File: src/rtl/vga_scan_ctrl.sv
// vga_scan_ctrl: VGA 640x480 timing with 2x-scaled, centred frame-buffer scan and
// a two-tick address/output pipeline matched to the frame buffer read latency.
module vga_scan_ctrl #(
  parameter int H_VIS  = 640,
  parameter int H_FP   = 16,
  parameter int H_SYNC = 96,
  parameter int H_BP   = 48,
  parameter int V_VIS  = 480,
  parameter int V_FP   = 10,
  parameter int V_SYNC = 2,
  parameter int V_BP   = 33,
  parameter int X_OFF  = 64,
  parameter int IMG_W  = 512
) (
  input  logic       clk,
  input  logic       rst,
  input  logic       pix_ce,
  input  logic       scan_en,
  output logic [9:0] mem_row,
  output logic [9:0] mem_col,
  input  logic [7:0] mem_data,
  output logic [7:0] pix_out,
  output logic       de,
  output logic       hsync_n,
  output logic       vsync_n,
  output logic       vblank,
  output logic       frame_start
);
  localparam logic [9:0] H_LAST = 10'(H_VIS + H_FP + H_SYNC + H_BP - 1);
  localparam logic [9:0] V_LAST = 10'(V_VIS + V_FP + V_SYNC + V_BP - 1);
  localparam logic [9:0] H_V    = 10'(H_VIS);
  localparam logic [9:0] V_V    = 10'(V_VIS);
  localparam logic [9:0] HS_B   = 10'(H_VIS + H_FP);
  localparam logic [9:0] HS_E   = 10'(H_VIS + H_FP + H_SYNC);
  localparam logic [9:0] VS_B   = 10'(V_VIS + V_FP);
  localparam logic [9:0] VS_E   = 10'(V_VIS + V_FP + V_SYNC);
  localparam logic [9:0] IMG_B  = 10'(X_OFF);
  localparam logic [9:0] IMG_E  = 10'(X_OFF + IMG_W);
  logic [9:0] h_cnt, v_cnt, col;
  logic       en_lat, vis0, img0, hs0_n, vs0_n;
  logic       h_last, v_last, vis, img;
  assign h_last = h_cnt == H_LAST;
  assign v_last = v_cnt == V_LAST;
  assign vis    = h_cnt < H_V && v_cnt < V_V;
  assign img    = en_lat && v_cnt < V_V && h_cnt >= IMG_B && h_cnt < IMG_E;
  assign col    = h_cnt - IMG_B;
  assign vblank = v_cnt >= V_V;
  always_ff @(posedge clk or posedge rst)
    if (rst) begin
      h_cnt       <= '0;
      v_cnt       <= '0;
      en_lat      <= 1'b0;
      mem_row     <= 10'h3FF;
      mem_col     <= 10'h3FF;
      vis0        <= 1'b0;
      img0        <= 1'b0;
      hs0_n       <= 1'b1;
      vs0_n       <= 1'b1;
      pix_out     <= '0;
      de          <= 1'b0;
      hsync_n     <= 1'b1;
      vsync_n     <= 1'b1;
      frame_start <= 1'b0;
    end else begin
      frame_start <= pix_ce && h_cnt == '0 && v_cnt == '0;
      if (pix_ce) begin
        h_cnt   <= h_last ? '0 : h_cnt + 10'd1;
        v_cnt   <= h_last ? (v_last ? '0 : v_cnt + 10'd1) : v_cnt;
        // the enable is only ever picked up on the last tick of a frame
        if (h_last && v_last) en_lat <= scan_en;
        mem_col <= img ? {1'b0, col[9:1]} : 10'h3FF;
        mem_row <= img ? {1'b0, v_cnt[9:1]} : 10'h3FF;
        vis0    <= vis;
        img0    <= img;
        hs0_n   <= !(h_cnt >= HS_B && h_cnt < HS_E);
        vs0_n   <= !(v_cnt >= VS_B && v_cnt < VS_E);
        de      <= vis0;
        pix_out <= img0 ? mem_data : '0;
        hsync_n <= hs0_n;
        vsync_n <= vs0_n;
      end
    end
endmodule
File: config.mk
export PLATFORM = sky130hd
export DESIGN_NAME = vga_scan_ctrl
export DESIGN_NICKNAME = d
export VERILOG_FILES = /design/src/rtl/vga_scan_ctrl.sv
export SDC_FILE = /design/constraint.sdc
export NUM_CORES = 1
export LEC_CHECK = 0
export ABC_AREA = 0
export CAP_MARGIN = 25
export CORE_MARGIN = 8
export CORE_UTILIZATION = 56
export CTS_CLUSTER_DIAMETER = 80
export DETAILED_ROUTE_END_ITERATION = 16
export GPL_ROUTABILITY_DRIVEN = 0
export HOLD_SLACK_MARGIN = 0.1
export PLACE_DENSITY = 0.92
export SLEW_MARGIN = 5
export SYNTH_ARGS = -nofsm -noshare
export SYNTH_HDL_FRONTEND = slang
export SYNTH_SLANG_ARGS = --single-unit
File: constraint.sdc
create_clock -name clk -period 5.31 [get_ports clk]
set_input_delay 0.7965 -clock clk [delete_from_list [all_inputs] [get_ports clk]]
set_output_delay 0.7965 -clock clk [all_outputs]
set_load 0.005 [all_outputs]
* Word level (Yosys, flattened, before mapping) *
Cells that the tools add are included.

word-level totals
  flip-flop bits (word level) = 57
  input bits = 12
  output and inout port bits = 33

cells by class
  add/subtract/negate cells = 3
  order comparisons = 9
  equality and inequality tests = 2
  muxes and demuxes = 5
  reduce and logical (&&, ||, !) cells = 15

operators by type and width
  cell                     number
  $mux W10                 4
  $lt A10 B10 Y1 const B   3
  $add A10 B1 Y10 const B  2
  $eq A10 B10 Y1 const B   2
  $ge A10 B9 Y1 const B    2
  $logic_not A10 Y1        2
  $lt A10 B9 Y1 const B    2
  $ge A10 B10 Y1 const B   1
  $ge A10 B7 Y1 const B    1
  $sub A10 B7 Y10 const B  1
  $logic_and A1 B1 Y1      9
  $mux W8                  1
  $reduce_and A2 Y1        2
  $logic_not A1 Y1         2

* Logic depth before layout (Yosys ltp) *
  depth in word-level cells = 5
  mapped depth = 7
  depth with buffers taken out = 6

* Least setup slack after synthesis *
OpenSTA, ideal clock, no wires.

  path type = register to register
  start = register h_cnt[6]
  end = register v_cnt[9]
  library setup time = 0.076 ns
  data arrival time = 1.868 ns
  required time = 5.234 ns
  setup slack = 3.366 ns
  cell stages (with the launch flop) = 7
  path buffers = 0
  clock period less this slack = 1.944 ns
  path through = dfrtp_1 inv_1 ha_1 nand4b_1 or4_4 or3_1 o21ai_1

on the way
  word-level cells in the longest chain between the ends = 2

RTL lines
  element                             RTL line  RTL
  start: declaration                  39        logic [9:0] h_cnt, v_cnt, col;
  start signal: assignment            67        h_cnt <= h_last ? '0 : h_cnt + 10'd1;
  $eq A10 B10 Y1                      42        assign h_last = h_cnt == H_LAST;
  $reduce_and A2 Y1 (no source line)  n/a
  end signal: assignment              68        v_cnt <= h_last ? (v_last ? '0 : v_cnt + 10'd1) : v_cnt;
  end: declaration                    39

Every way passes these cells.
A chain may end at the register's enable or synchronous reset.

* Worst setup path after layout *
  start = input pix_ce
  end = register v_cnt[4]

on the way
  word-level cells in the longest chain between the ends = 1

RTL lines
  element                             RTL line  RTL
  start: declaration                  17        input logic pix_ce,
  $reduce_and A2 Y1 (no source line)  n/a

Every way passes these cells.

==> results.md <==
* FF-to-FF Start: h_cnt[7]$_DFFE_PP0P_
* Largest net degree at the start of global routing at 49
* Critical path peak fanout at 48
* Count of state elements after synthesis at 56
* Final Skew at about 0.0085 ns
* Worst r2r path cells at 6
* RSZ-0062 raised after global routing: no
* Final slew viol count at 0
* Mapped Avg Cell Area at 10.71 um2
* Crit-path cells: clkdlybuf4s50_1, buf_4, nand4_2, nor4_1, o21ai_0, a32o_1
* Post-CTS Repair Setup Buffers at 0
* FMAX at 361.9 MHz
* Post-CTS Resized at 0
* Syn_nets at approximately 270
* Mapped Cells at ~250
* Worst hold start: vis0$_DFFE_PP0P_
* Synth warn at 0
* Worst Hold Depth at 1
* GRT Max-Usage Layer: met2
* NetSw at around 0.26 mW
* Origin of the worst setup path: pix_ce
* WP data arrival at around 3.0 ns
* Leakage at 1.292 nW
* Switching share of power at 29.66%
* Die H at 85.29 um
* EDFF count, synth at 0
* Core area at approximately 0.0047 mm2
* Maxcap violations at 0
* Post-route ant nets at 0
* Post-Syn Area at 0.002689 mm2
* Row count at 25
* Hpwl dp at between 3000 and 4000 um
* Vias in the first global route at 1,986
* Core Util, Final at between 60% and 70%
* Grt met2 use at roughly 25%
* Setup TNS at 0 ns
* DIE AREA at 0.007274 mm2
* Post-layout net count at 310
* Skew-Pair Late Insertion Delay at 0.31 ns
* N_diodes at 0
* Status: finished clean
* Worst path max stage delay at 0.67 ns
* Clk sink count at 56
* Hold_ws at 0.5137 ns
* Seq pwr share at 58.5%
* Commonest non-fill, non-tap cell in the layout: clkdlybuf4s50_1
* Post-CTS Hold Buffers at 0
* Crit start category: primary input
* Final period util at 52.04%
* Crit path kind: primary input to flop
* CTS root buf: clkbuf_8
* GRT Total Usage at ~16%
* Seq/Total Area, Yosys at 53.19%
* Most frequent cells in the layout: clkdlybuf4s50_1, dfrtp_1, o21ai_0, inv_1, dfstp_2
* Required time of the critical path at about 5.5 ns
* Worst Setup Slack, final at roughly 2.5 ns
* Final Hold Viols at 0
* Synth Flop Type: dfrtp_1
* Initial core utilization at 57.31%
* Total grt overflow at 0
* Worst slew pin tran at 0.7043 ns
* I/O pin count at 45
* P&R area growth vs syn at 20.24%
* WL/cell at 15.86 um
* Power Density at 270.9 mW/mm2
* Clock power share at between 20 and 30%
* First-pass GRT wire length at 9390 um
* Setup WS pre-CTS at roughly 2.2 ns
* Final setup fails at 0
* Vias at 1,987
* Peak supply drop at 0.0001967 V
* First-pass DRT Iterations at 4
* DIE WIDTH at 85.29 um
* Maximum buffer depth of the clock tree at 2
* Clock slew at reported path FFs at ~0.10 ns
* Global Route met3 Usage at 3.958%
* Hold Path Class: flop to flop
* Cell-internal power at 0.6162 mW
* Slowest CP cell: nor4_1
* Grt met1 use at 19.92%
* Slew headroom at between 50 and 60%
* DRC viols at 0
* Ys async rst share at 100.0%
* Initial antenna violation count at 0
* Crit. End Element: flop
* Port bufs at 44
* Htree depth at 2
* Initial DRC Count at 154
* Via density at 5.759
* Routed Wire Length at around 5500 um
* Comb pwr share at between 10% and 20%
* CTS Buf Count at 5
* Fin crit period at between 2 and 3 ns
* Proportion of layout cells with a drive suffix above 1 at 18.56%
* Synth cell types at 49
* TritonCTS clock tree: built
[logic make-up after synthesis]
logic type	after synthesis	synth area share (%)
AOI/OAI and AO/OA	61	15.45
xor gates and xnor gates	10	3.257
adders and majority gates	8	3.723
buffers and inverters	38	6.515
DFF	56	53.19
muxes	5	2.001
and+or+nand+nor	73	15.87
[power groups by stage]
stage / clock [mW] / combinational, mW / sequential (mW)
2_1_floorplan: 0 / 0.115 / 0.489
3_3_place_gp: 0 / 0.117 / 0.517
3_5_place_dp: 0 / 0.125 / 0.518
4_1_cts: 0.245 / 0.126 / 0.512
5_1_grt: 0.261 / 0.146 / 0.520
6_report: 0.238 / 0.126 / 0.513
[layer usage]
layer | wire length, um | part of all wire [%] | vias to the layer above
li1 | - | - | 961
met1 | 2498 | 46 | 945
met2 | 2540 | 46 | 75
met3 | 380 | 6.9 | 6
met4 | 51 | 0.93 | 0
met5 | 0 | 0 | -
[worst paths after layout]
kind / slack (ns) / endpoint
setup reg to reg: 2.94 / v_cnt[4]$_DFFE_PP0P_
hold reg to reg: 0.51 / de$_DFFE_PP0P_
max in group asynchronous: 3.91 / mem_col[1]$_DFFE_PP1P_
hold / removal: 0.51 / de$_DFFE_PP0P_
min in group asynchronous: 0.80 / pix_out[1]$_DFFE_PP0P_
setup / recovery: 2.55 / v_cnt[4]$_DFFE_PP0P_
[sequential cells by signal, indices dropped and copies added, names as in the netlist]
signal	flops
de	1
en_lat	1
frame_start	1
h_cnt	10
hs0_n	1
hsync_n	1
img0	1
mem_col	9
mem_row	10
pix_out	8
v_cnt	10
vis0	1
vs0_n	1
vsync_n	1
[cells in the mapped netlist (all sizes together), types with 2 or more instances]
cell type | n | area [um2]
dfrtp | 33 | 825.8
o21ai | 28 | 143.9
inv | 24 | 90.09
dfstp | 23 | 604.3
nand2 | 20 | 75.07
o22a | 16 | 151.4
nor2 | 13 | 48.80
clkbuf | 10 | 57.56
nand4 | 9 | 77.57
ha | 8 | 100.1
nand3 | 6 | 30.03
xnor2 | 5 | 43.79
xor2 | 5 | 43.79
a21oi | 4 | 20.02
buf | 4 | 27.52
nor3 | 4 | 30.03
a31oi | 3 | 18.77
mux2 | 3 | 33.78
nor4 | 3 | 18.77
o21a | 3 | 22.52
or3 | 3 | 18.77
a41oi | 2 | 17.52
and2 | 2 | 12.51
and4 | 2 | 20.02
mux2i | 2 | 20.02
nand4b | 2 | 17.52
nor3b | 2 | 15.01
[through the flow]
step	total power, mW	cells	instance area [um2]
floorplan	0.6037	251	2689
global placement	0.6338	336	3119
detailed placement	0.6433	337	3139
CTS	0.8831	345	3233
global route	0.9262	345	3233
finish	0.8760	345	3233
[area by class of cell]
class                   instances  area, um2
clock inverters                 1      7.507
inverters                      24      90.09
fillers                       351       1459
repair buffers                 46      467.9
clock buffers                   7      86.33
flip-flops and latches         56       1430
multi-input cells             157       1084
well taps                      54      67.56
[worst max-delay path, delay by kind of cell]
kind                   cells  cell delay (ns)
AO/OA/AOI/OAI              2             0.45
AND/OR/NAND/NOR            2             0.87
buffers and inverters      2             0.85
(Power assumes the default switching activity.)
